===== config.mk =====
export PLATFORM = sky130hd
export DESIGN_NAME = tmu_config_scheduler_flat
export DESIGN_NICKNAME = d
export VERILOG_FILES = /design/src/rtl/tmu_config_scheduler_pkg.sv /design/src/rtl/tmu_config_scheduler_if.sv /design/src/rtl/tmu_config_scheduler_inflight_counter.sv /design/src/rtl/tmu_config_scheduler.sv /design/src/flat_wrapper.sv
export SDC_FILE = /design/constraint.sdc
export NUM_CORES = 1
export LEC_CHECK = 0
export CORE_ASPECT_RATIO = 0.7
export CORE_MARGIN = 4
export CORE_UTILIZATION = 43
export CTS_CLUSTER_SIZE = 16
export DETAILED_ROUTE_END_ITERATION = 12
export PLACE_DENSITY = 0.74
export SLEW_MARGIN = 20
export SYNTH_ARGS = -nofsm -noshare
export SYNTH_HDL_FRONTEND = slang
export SYNTH_SLANG_ARGS = --single-unit

===== constraint.sdc =====
create_clock -name aclk -period 1.8 [get_ports aclk]
set_clock_uncertainty 0.15 [all_clocks]
set_input_delay 0.36 -clock aclk [delete_from_list [all_inputs] [get_ports aclk]]
set_output_delay 0.36 -clock aclk [all_outputs]
set_load 0.01 [all_outputs]

===== src/rtl/tmu_config_scheduler_pkg.sv =====
// Shared constants and FSM encoding for the TMU configuration scheduler.
package tmu_config_scheduler_pkg;

    localparam int TMU_DEPTH             = 14;
    // Two credits of margin over the TMU pipeline depth.
    localparam int DEFAULT_MAX_IN_FLIGHT = TMU_DEPTH + 2;

    typedef enum logic [1:0] {
        ST_RUN   = 2'd0,
        ST_DRAIN = 2'd1,
        ST_APPLY = 2'd2
    } sched_state_e;

endpackage


===== src/rtl/tmu_config_scheduler_if.sv =====
// Config port, fragment handshake, TMU retire observation and conf* outputs.
interface tmu_config_scheduler_if #(
    parameter int PIXEL_WIDTH = 32
);
    logic                   s_cfg_valid;
    logic                   s_cfg_ready;
    logic [31:0]            s_cfg_func;
    logic [PIXEL_WIDTH-1:0] s_cfg_env_color;
    logic [31:0]            s_cfg_texture_config;
    logic                   s_cfg_enable;
    logic [31:0]            confFunc;
    logic [PIXEL_WIDTH-1:0] confTextureEnvColor;
    logic [31:0]            confTextureConfig;
    logic                   confEnable;
    logic                   s_frag_valid;
    logic                   s_frag_ready;
    logic                   m_frag_valid;
    logic                   m_frag_ready;
    logic                   tmu_out_valid;
    logic                   tmu_out_ready;
    logic                   busy;
    logic                   err_underflow;

    modport master (
        output s_cfg_valid, s_cfg_func, s_cfg_env_color, s_cfg_texture_config, s_cfg_enable,
        output s_frag_valid, m_frag_ready, tmu_out_valid, tmu_out_ready,
        input  s_cfg_ready, confFunc, confTextureEnvColor, confTextureConfig, confEnable,
        input  s_frag_ready, m_frag_valid, busy, err_underflow
    );

    modport slave (
        input  s_cfg_valid, s_cfg_func, s_cfg_env_color, s_cfg_texture_config, s_cfg_enable,
        input  s_frag_valid, m_frag_ready, tmu_out_valid, tmu_out_ready,
        output s_cfg_ready, confFunc, confTextureEnvColor, confTextureConfig, confEnable,
        output s_frag_ready, m_frag_valid, busy, err_underflow
    );

endinterface


===== src/rtl/tmu_config_scheduler_inflight_counter.sv =====
// Up/down credit counter for fragments inside the TMU, with sticky underflow flag.
module tmu_inflight_counter #(
    parameter int MAX_COUNT = 16,
    parameter int CNT_WIDTH = $clog2(MAX_COUNT + 1)
) (
    input  logic                 clk,
    input  logic                 reset,
    input  logic                 inc,
    input  logic                 dec,
    output logic [CNT_WIDTH-1:0] count_next,
    output logic                 full,
    output logic                 underflow
);
    localparam logic [CNT_WIDTH-1:0] LIMIT = CNT_WIDTH'(MAX_COUNT);

    logic [CNT_WIDTH-1:0] count_q, count_d;
    logic                 underflow_q, underflow_d;

    always_comb begin
        count_d     = count_q;
        underflow_d = underflow_q;
        if (inc && !dec && count_q != LIMIT) begin
            count_d = count_q + 1'b1;
        end else if (dec && !inc) begin
            // A retire with nothing outstanding is a protocol error; hold at zero.
            if (count_q == '0) underflow_d = 1'b1;
            else               count_d     = count_q - 1'b1;
        end
    end

    always_ff @(posedge clk) begin
        if (reset) begin
            count_q     <= '0;
            underflow_q <= 1'b0;
        end else begin
            count_q     <= count_d;
            underflow_q <= underflow_d;
        end
    end

    assign count_next = count_d;
    assign full       = (count_q == LIMIT);
    assign underflow  = underflow_q;

endmodule


===== src/rtl/tmu_config_scheduler.sv =====
// Holds a pending TMU config, closes the fragment gate, drains in-flight work, then swaps conf*.
module tmu_config_scheduler
    import tmu_config_scheduler_pkg::*;
#(
    parameter int PIXEL_WIDTH   = 32,
    parameter int MAX_IN_FLIGHT = DEFAULT_MAX_IN_FLIGHT
) (
    input logic                   aclk,
    input logic                   reset,
    tmu_config_scheduler_if.slave bus
);
    localparam int CNT_WIDTH = $clog2(MAX_IN_FLIGHT + 1);

    sched_state_e           state_q, state_d;
    logic                   pend_valid_q, pend_valid_d;
    logic [31:0]            pend_func_q, pend_func_d, pend_tex_q, pend_tex_d;
    logic [PIXEL_WIDTH-1:0] pend_color_q, pend_color_d;
    logic                   pend_en_q, pend_en_d;
    logic [31:0]            conf_func_q, conf_func_d, conf_tex_q, conf_tex_d;
    logic [PIXEL_WIDTH-1:0] conf_color_q, conf_color_d;
    logic                   conf_en_q, conf_en_d;
    logic [CNT_WIDTH-1:0]   count_next;
    logic                   full, underflow;
    logic                   gate_open, cfg_ready, cfg_acc, frag_acc, retire;

    assign cfg_ready = (state_q == ST_RUN) && !pend_valid_q;
    assign gate_open = cfg_ready && !full;
    assign cfg_acc   = bus.s_cfg_valid && cfg_ready;
    assign frag_acc  = bus.s_frag_valid && bus.m_frag_ready && gate_open;
    assign retire    = bus.tmu_out_valid && bus.tmu_out_ready;

    tmu_inflight_counter #(
        .MAX_COUNT (MAX_IN_FLIGHT),
        .CNT_WIDTH (CNT_WIDTH)
    ) u_cnt (
        .clk        (aclk),
        .reset      (reset),
        .inc        (frag_acc),
        .dec        (retire),
        .count_next (count_next),
        .full       (full),
        .underflow  (underflow)
    );

    always_comb begin
        state_d      = state_q;
        pend_valid_d = pend_valid_q;
        pend_func_d  = pend_func_q;
        pend_color_d = pend_color_q;
        pend_tex_d   = pend_tex_q;
        pend_en_d    = pend_en_q;
        conf_func_d  = conf_func_q;
        conf_color_d = conf_color_q;
        conf_tex_d   = conf_tex_q;
        conf_en_d    = conf_en_q;
        if (cfg_acc) begin
            pend_valid_d = 1'b1;
            pend_func_d  = bus.s_cfg_func;
            pend_color_d = bus.s_cfg_env_color;
            pend_tex_d   = bus.s_cfg_texture_config;
            pend_en_d    = bus.s_cfg_enable;
        end
        unique case (state_q)
            // Leave RUN together with the capture so the gate is shut from the next cycle.
            ST_RUN:   if (pend_valid_d) state_d = ST_DRAIN;
            ST_DRAIN: if (count_next == '0) state_d = ST_APPLY;
            ST_APPLY: begin
                conf_func_d  = pend_func_q;
                conf_color_d = pend_color_q;
                conf_tex_d   = pend_tex_q;
                conf_en_d    = pend_en_q;
                pend_valid_d = 1'b0;
                state_d      = ST_RUN;
            end
            default:  state_d = ST_RUN;
        endcase
    end

    always_ff @(posedge aclk) begin
        if (reset) begin
            state_q      <= ST_RUN;
            pend_valid_q <= 1'b0;
            pend_func_q  <= '0;
            pend_color_q <= '0;
            pend_tex_q   <= '0;
            pend_en_q    <= 1'b0;
            conf_func_q  <= '0;
            conf_color_q <= '0;
            conf_tex_q   <= '0;
            conf_en_q    <= 1'b0;
        end else begin
            state_q      <= state_d;
            pend_valid_q <= pend_valid_d;
            pend_func_q  <= pend_func_d;
            pend_color_q <= pend_color_d;
            pend_tex_q   <= pend_tex_d;
            pend_en_q    <= pend_en_d;
            conf_func_q  <= conf_func_d;
            conf_color_q <= conf_color_d;
            conf_tex_q   <= conf_tex_d;
            conf_en_q    <= conf_en_d;
        end
    end

    assign bus.s_cfg_ready         = cfg_ready;
    assign bus.m_frag_valid        = bus.s_frag_valid && gate_open;
    assign bus.s_frag_ready        = bus.m_frag_ready && gate_open;
    assign bus.confFunc            = conf_func_q;
    assign bus.confTextureEnvColor = conf_color_q;
    assign bus.confTextureConfig   = conf_tex_q;
    assign bus.confEnable          = conf_en_q;
    assign bus.busy                = (state_q != ST_RUN) || pend_valid_q;
    assign bus.err_underflow       = underflow;

endmodule


===== src/flat_wrapper.sv =====
// flat-port wrapper written by rule: the top's interface ports become plain ports
module tmu_config_scheduler_flat import tmu_config_scheduler_pkg::*;
#(
    parameter int PIXEL_WIDTH   = 32,
    parameter int MAX_IN_FLIGHT = DEFAULT_MAX_IN_FLIGHT
)
  (aclk, reset, bus_s_cfg_valid, bus_s_cfg_func, bus_s_cfg_env_color, bus_s_cfg_texture_config, bus_s_cfg_enable, bus_s_frag_valid, bus_m_frag_ready, bus_tmu_out_valid, bus_tmu_out_ready, bus_s_cfg_ready, bus_confFunc, bus_confTextureEnvColor, bus_confTextureConfig, bus_confEnable, bus_s_frag_ready, bus_m_frag_valid, bus_busy, bus_err_underflow);
  tmu_config_scheduler_if #(.PIXEL_WIDTH(PIXEL_WIDTH)) bus_i ();
  input logic aclk;
  input logic reset;
  input wire logic [$bits(bus_i.s_cfg_valid)-1:0] bus_s_cfg_valid;
  input wire logic [$bits(bus_i.s_cfg_func)-1:0] bus_s_cfg_func;
  input wire logic [$bits(bus_i.s_cfg_env_color)-1:0] bus_s_cfg_env_color;
  input wire logic [$bits(bus_i.s_cfg_texture_config)-1:0] bus_s_cfg_texture_config;
  input wire logic [$bits(bus_i.s_cfg_enable)-1:0] bus_s_cfg_enable;
  input wire logic [$bits(bus_i.s_frag_valid)-1:0] bus_s_frag_valid;
  input wire logic [$bits(bus_i.m_frag_ready)-1:0] bus_m_frag_ready;
  input wire logic [$bits(bus_i.tmu_out_valid)-1:0] bus_tmu_out_valid;
  input wire logic [$bits(bus_i.tmu_out_ready)-1:0] bus_tmu_out_ready;
  output wire logic [$bits(bus_i.s_cfg_ready)-1:0] bus_s_cfg_ready;
  output wire logic [$bits(bus_i.confFunc)-1:0] bus_confFunc;
  output wire logic [$bits(bus_i.confTextureEnvColor)-1:0] bus_confTextureEnvColor;
  output wire logic [$bits(bus_i.confTextureConfig)-1:0] bus_confTextureConfig;
  output wire logic [$bits(bus_i.confEnable)-1:0] bus_confEnable;
  output wire logic [$bits(bus_i.s_frag_ready)-1:0] bus_s_frag_ready;
  output wire logic [$bits(bus_i.m_frag_valid)-1:0] bus_m_frag_valid;
  output wire logic [$bits(bus_i.busy)-1:0] bus_busy;
  output wire logic [$bits(bus_i.err_underflow)-1:0] bus_err_underflow;
  assign bus_i.s_cfg_valid = bus_s_cfg_valid;
  assign bus_i.s_cfg_func = bus_s_cfg_func;
  assign bus_i.s_cfg_env_color = bus_s_cfg_env_color;
  assign bus_i.s_cfg_texture_config = bus_s_cfg_texture_config;
  assign bus_i.s_cfg_enable = bus_s_cfg_enable;
  assign bus_i.s_frag_valid = bus_s_frag_valid;
  assign bus_i.m_frag_ready = bus_m_frag_ready;
  assign bus_i.tmu_out_valid = bus_tmu_out_valid;
  assign bus_i.tmu_out_ready = bus_tmu_out_ready;
  assign bus_s_cfg_ready = bus_i.s_cfg_ready;
  assign bus_confFunc = bus_i.confFunc;
  assign bus_confTextureEnvColor = bus_i.confTextureEnvColor;
  assign bus_confTextureConfig = bus_i.confTextureConfig;
  assign bus_confEnable = bus_i.confEnable;
  assign bus_s_frag_ready = bus_i.s_frag_ready;
  assign bus_m_frag_valid = bus_i.m_frag_valid;
  assign bus_busy = bus_i.busy;
  assign bus_err_underflow = bus_i.err_underflow;
  tmu_config_scheduler #(.PIXEL_WIDTH(PIXEL_WIDTH), .MAX_IN_FLIGHT(MAX_IN_FLIGHT)) u_core (.aclk(aclk), .reset(reset), .bus(bus_i));
endmodule

Word level (Yosys, flattened, before mapping)

Cells that the tools add are included.

Input port bits: 104
Bits in registers: 203
Output and inout port bits: 102
Word-level logic and storage cells: 51

$add $sub $neg: 2
Reductions and logical operators: 23
Muxes and demuxes: 7
Equality and inequality tests: 6
Bitwise gates (word level): 1

Operators with widths:

| kind                  | count |
|---|---|
| $mux W5               | 3 |
| $logic_and A1 B1 Y1   | 11 |
| $logic_not A5 Y1      | 2 |
| $add A5 B1 Y5 const B | 1 |
| $eq A5 B5 Y1 const B  | 1 |
| $ne A5 B5 Y1 const B  | 1 |
| $sub A5 B1 Y5 const B | 1 |
| $logic_not A1 Y1      | 4 |
| $mux W2               | 2 |
| $pmux W2 S2           | 1 |
| $reduce_and A3 Y1     | 1 |
| $eq A2 B1 Y1 const B  | 1 |
| $eq A2 B2 Y1 const B  | 1 |
| $logic_not A2 Y1      | 1 |
| $ne A2 B1 Y1 const B  | 1 |
| $ne A2 B2 Y1 const B  | 1 |
| $reduce_and A2 Y1     | 1 |
| $reduce_bool A2 Y1    | 1 |
| $reduce_or A2 Y1      | 1 |
| $logic_or A1 B1 Y1    | 1 |
| $mux W1               | 1 |
| $not A1 Y1            | 1 |

Depth between registers and ports, before layout

Depth after elaboration: 11
Depth in mapped cells: 7
Gate-level depth less buffers: 7

Modules after synthesis

Synthesis repeated with hierarchy kept, for this count alone.

Cell total of the unflattened synthesis: 913
Area total of the unflattened synthesis: 7240.7 um^2

By module, submodules not included:

| module               | seq. area each (um^2) | area an instance (um^2) | times used | cells an instance |
|---|---|---|---|---|
| tmu_config_scheduler | 3943.8                | 6791.5                  | 1          | 861 |
| tmu_inflight_counter | 120.1                 | 449.2                   | 1          | 52 |

Least setup slack after synthesis

No wires, ideal clock.

Kind: reg-to-reg
Start: reg u_core.u_cnt.count_q[1]
End: reg u_core.state_q[1]
Data arrival time: 1663 ps
Path slack: -130 ps
Path buffers: 0
Clock period less this slack: 1930 ps
Setup time: 116 ps
Data required time: 1534 ps
Cell stages (with the launch flop): 7
Path through: dfxtp_1 -> ha_1 -> a21bo_2 -> nor4_4 -> mux2_1 -> and2_1 -> and4_1

Cells in the longest elaborated chain, start to end: 11
Elaborated cells between the ends (all ways): 18
Classes of those cells: add/sub (2); eq/ne (3); mux (3); reduce/logical (10)

Ends and longest elaborated chain:

| element                                               | RTL line                                    | RTL |
|---|---|---|
| start, declared                                       | tmu_config_scheduler_inflight_counter.sv:16 | `logic [CNT_WIDTH-1:0] count_q, count_d;` |
| start signal, assigned                                | tmu_config_scheduler_inflight_counter.sv:36 | `count_q <= count_d;` |
| branches (longest 7 deep; another with $sub A5 B1 Y5) | n/a                                         |  |
| $mux W5 *                                             | tmu_config_scheduler_inflight_counter.sv:22 | `if (inc && !dec && count_q != LIMIT) begin` |
| $logic_not A5 Y1 *                                    | tmu_config_scheduler.sv:66                  | `ST_DRAIN: if (count_next == '0) state_d = ST_APPLY;` |
| $ne A2 B1 Y1 (no line) *                              | n/a                                         |  |
| $reduce_and A2 Y1 (no line) *                         | n/a                                         |  |
| end signal, assigned                                  | tmu_config_scheduler.sv:92                  | `state_q <= state_d;` |
| end, declared                                         | tmu_config_scheduler.sv:14                  | `sched_state_e state_q, state_d;` |

Every way passes the cells marked *.
A chain may end at the register's enable or synchronous reset.

Worst setup path in the final report

Start: reg u_core.u_cnt.count_q[0]
End: reg u_core.state_q[1]

Same word-level chain as after synthesis.

==> impl_metrics.json <==
{
  "critPathRequiredTime_ps": 2030,
  "maxSlewHeadroom_pct": 72.1,
  "cts-root-buf": "clkbuf_16",
  "clk_path_buf_depth": 3,
  "min_period_ps": 2010,
  "globalplace.congestion": 0.830,
  "setup_ws_ps": -208,
  "ctsHoldBuffers": 0,
  "ant_nets": 0,
  "synth-edff-count": 0,
  "totalPowerFinal_mw": 12.6,
  "ys_ff_latch": 203,
  "final_common_cell": "nand2_1",
  "fmax_mhz": 498,
  "rows": 39,
  "cp.arrival_ps": 2230,
  "io_buffers": 205,
  "synth_ff_type": "dfxtp_1",
  "nNetsFinal": 1265,
  "dr.first_iter.drc_count": 457,
  "cts.htree.levels": 1,
  "finalSetupTns_ps": -1200,
  "yosysTopAreaCellShare_pct": 55.6,
  "core-area_sq_um": 16500,
  "totalWireLength_um": 22700,
  "synth_area_leaders": "dfxtp_1 56%, nand2_1 20%, a21oi_1 14%",
  "design_area_sq_um": 11500,
  "drc_errors": 0,
  "area_growth_pct": 57.4,
  "worstSetupStartpoint": "u_core.u_cnt.count_q[0]",
  "insertedDiodeCount": 0,
  "critPathMaxFanout": 2,
  "die_w_um": 164,
  "dr.pass1.iters": 5,
  "period_share_pct": 112,
  "worstHoldPathType": "in2reg",
  "clock_latency_ps": 480,
  "status": "finished, violations left",
  "drive_above_1_share_pct": 20.1,
  "dp_slack_ps": -432,
  "finalHoldViolations": 0,
  "yosysWarnings": 0,
  "worstMarginPinSlew_ps": 419,
  "leakage_nw": 4.70,
  "r2r_start": "u_core.u_cnt.count_q[0]",
  "synthArstFlopShare_pct": 0,
  "holdWs_ps": 45.9,
  "cts_buffers": 20,
  "grt_pass1_vias": 6319,
  "drv_cap": 0,
  "fp.dieH_um": 117,
  "grt_setup_unrepaired": "yes",
  "critPathSlowestCell": "dfxtp_2",
  "grt_pass1_wl_um": 32800,
  "timing.critical_path.buf_inv": 1,
  "hpwl_um": 13100,
  "synth_area_sq_um": 7310,
  "end_kind": "register",
  "syn-num-nets": 1038,
  "critical_path_class": "reg2reg",
  "cpLargestDelayFamily": "simple AND/OR/NAND/NOR gates",
  "grt_max_degree": 83,
  "hold_path.startpoint": "reset",
  "vias_per_cell": 5.10,
  "numClockSinks": 203,
  "failed_checks": "negative setup slack",
  "cp_slowest_stage_delay_ps": 340,
  "initial_core_util_pct": 44.3,
  "boundaryPins": 206,
  "cts_tree": "built",
  "wl_per_cell_um": 16.3,
  "setup_viol": 22,
  "track_usage_pct": 21.1,
  "syn_area_per_cell_sq_um": 7.84,
  "ys_types": 43,
  "synth_seq_area_share_pct": 55.6,
  "antenna_found_initial": 1,
  "gr-total-overflow": 0,
  "start_kind": "register",
  "power_density_nw_per_um2": 1100,
  "path_cells": "buf_6, ha_4, a21bo_4, nor4_4, mux2_4, and2_4, and4_1",
  "placed_cell_area_sq_um": 9920,
  "die_area_sq_um": 19200,
  "synthCells": 932,
  "vias": 7121,
  "drv_slew": 0,
  "path_clk_slew_ps": 60,
  "irDropWorstVdd_mv": 0.621,
  "synth_top_area_cell": "dfxtp_1",
  "final_cell_mix": "349 x nand2_1, 199 x dfxtp_1, 143 x a21oi_1"
}
## path summary, 6_finish.rpt
check                                     endpoint  slack (ps)  depth (start not counted)
setup / recovery                 u_core.state_q[1]        -210                          7
hold / removal              u_core.u_cnt.underflow          50                          2
setup reg to reg                 u_core.state_q[1]        -210                          7
hold reg to reg   u_core.bus.confTextureConfig[18]         300                          2
## cells by family (layout without fill, tap and decap cells)
kind of cell             after synthesis  count (layout)  share of synthesized area, %
adder cells (fa/ha/maj)                2               2                         0.342
buffers and inverters                 73             313                          4.09
multiplexers                           2               2                         0.291
AND/OR/NAND/NOR                      431             431                          23.7
AO/OA/AOI/OAI                        220             220                          15.9
XOR/XNOR                               1               1                         0.120
flip-flops                           203             203                          55.6
## cell usage after synthesis (2+ instances only)
cell type,instances
nand2_1,393
dfxtp_1,203
a21oi_1,200
clkbuf_1,51
buf_2,14
nor2_1,11
and2_1,4
nor3_1,4
o211ai_1,4
a31oi_1,3
and3_1,3
buf_1,3
inv_1,3
a211oi_1,2
a21bo_2,2
ha_1,2
nand3_1,2
nand4_1,2
o21ai_0,2
## registers in the layout (all words and copies together) (netlist names)
signal / count
u_core.u_cnt.count_q: 5
u_core.pend_tex_q: 32
u_core.pend_color_q: 32
u_core.bus.confTextureEnvColor: 32
u_core.pend_func_q: 32
u_core.pend_en_q: 1
u_core.u_cnt.underflow: 1
u_core.bus.confFunc: 32
u_core.state_q: 2
u_core.pend_valid_q: 1
u_core.bus.confTextureConfig: 32
u_core.bus.confEnable: 1
## repair_timing
item	CTS	global route
cloned	4	10
resized for setup	133	153
pin swaps	13	76
endpoints found under the setup margin	106	109
setup buffers	7	6
## stage by stage
| step | std cells | util [%] |
|---|---|---|
| after detailed placement | 1336 | 60.1 |
| final | 1397 | 69.7 |
| after CTS | 1382 | 64.8 |
| after global placement | 1336 | 60.1 |
| after floorplan | 932 | - |
| after global routing | 1397 | 69.7 |
## area by class of cell
type	count	area, sq um
Clock buffer	31	613
Timing Repair Buffer	274	2900
Clock inverter	4	31.3
Inverter	4	17.5
Multi-Input combinational cell	656	3580
Tap cell	225	282
Sequential cell	203	4070
Fill cell	1370	5000
## routing by layer
layer	wire length, um	vias up	GRT usage [%]	part of all wire (%)
li1	-	3498	-	-
met1	10200	3352	30.5	45
met2	10200	244	31.8	45
met3	1920	25	5.92	8.5
met4	325	2	4.30	1.4
met5	13	-	0	0.057
## power breakdown
group | internal [mW] | switching [mW] | total, mW | leakage [nW]
sequential | 4.86 | 0.190 | 5.05 | 1.65
clock | 2.35 | 1.70 | 4.05 | 0.319
combinational | 1.68 | 1.80 | 3.48 | 2.73
No activity file was read; power rests on OpenSTA's default activity.
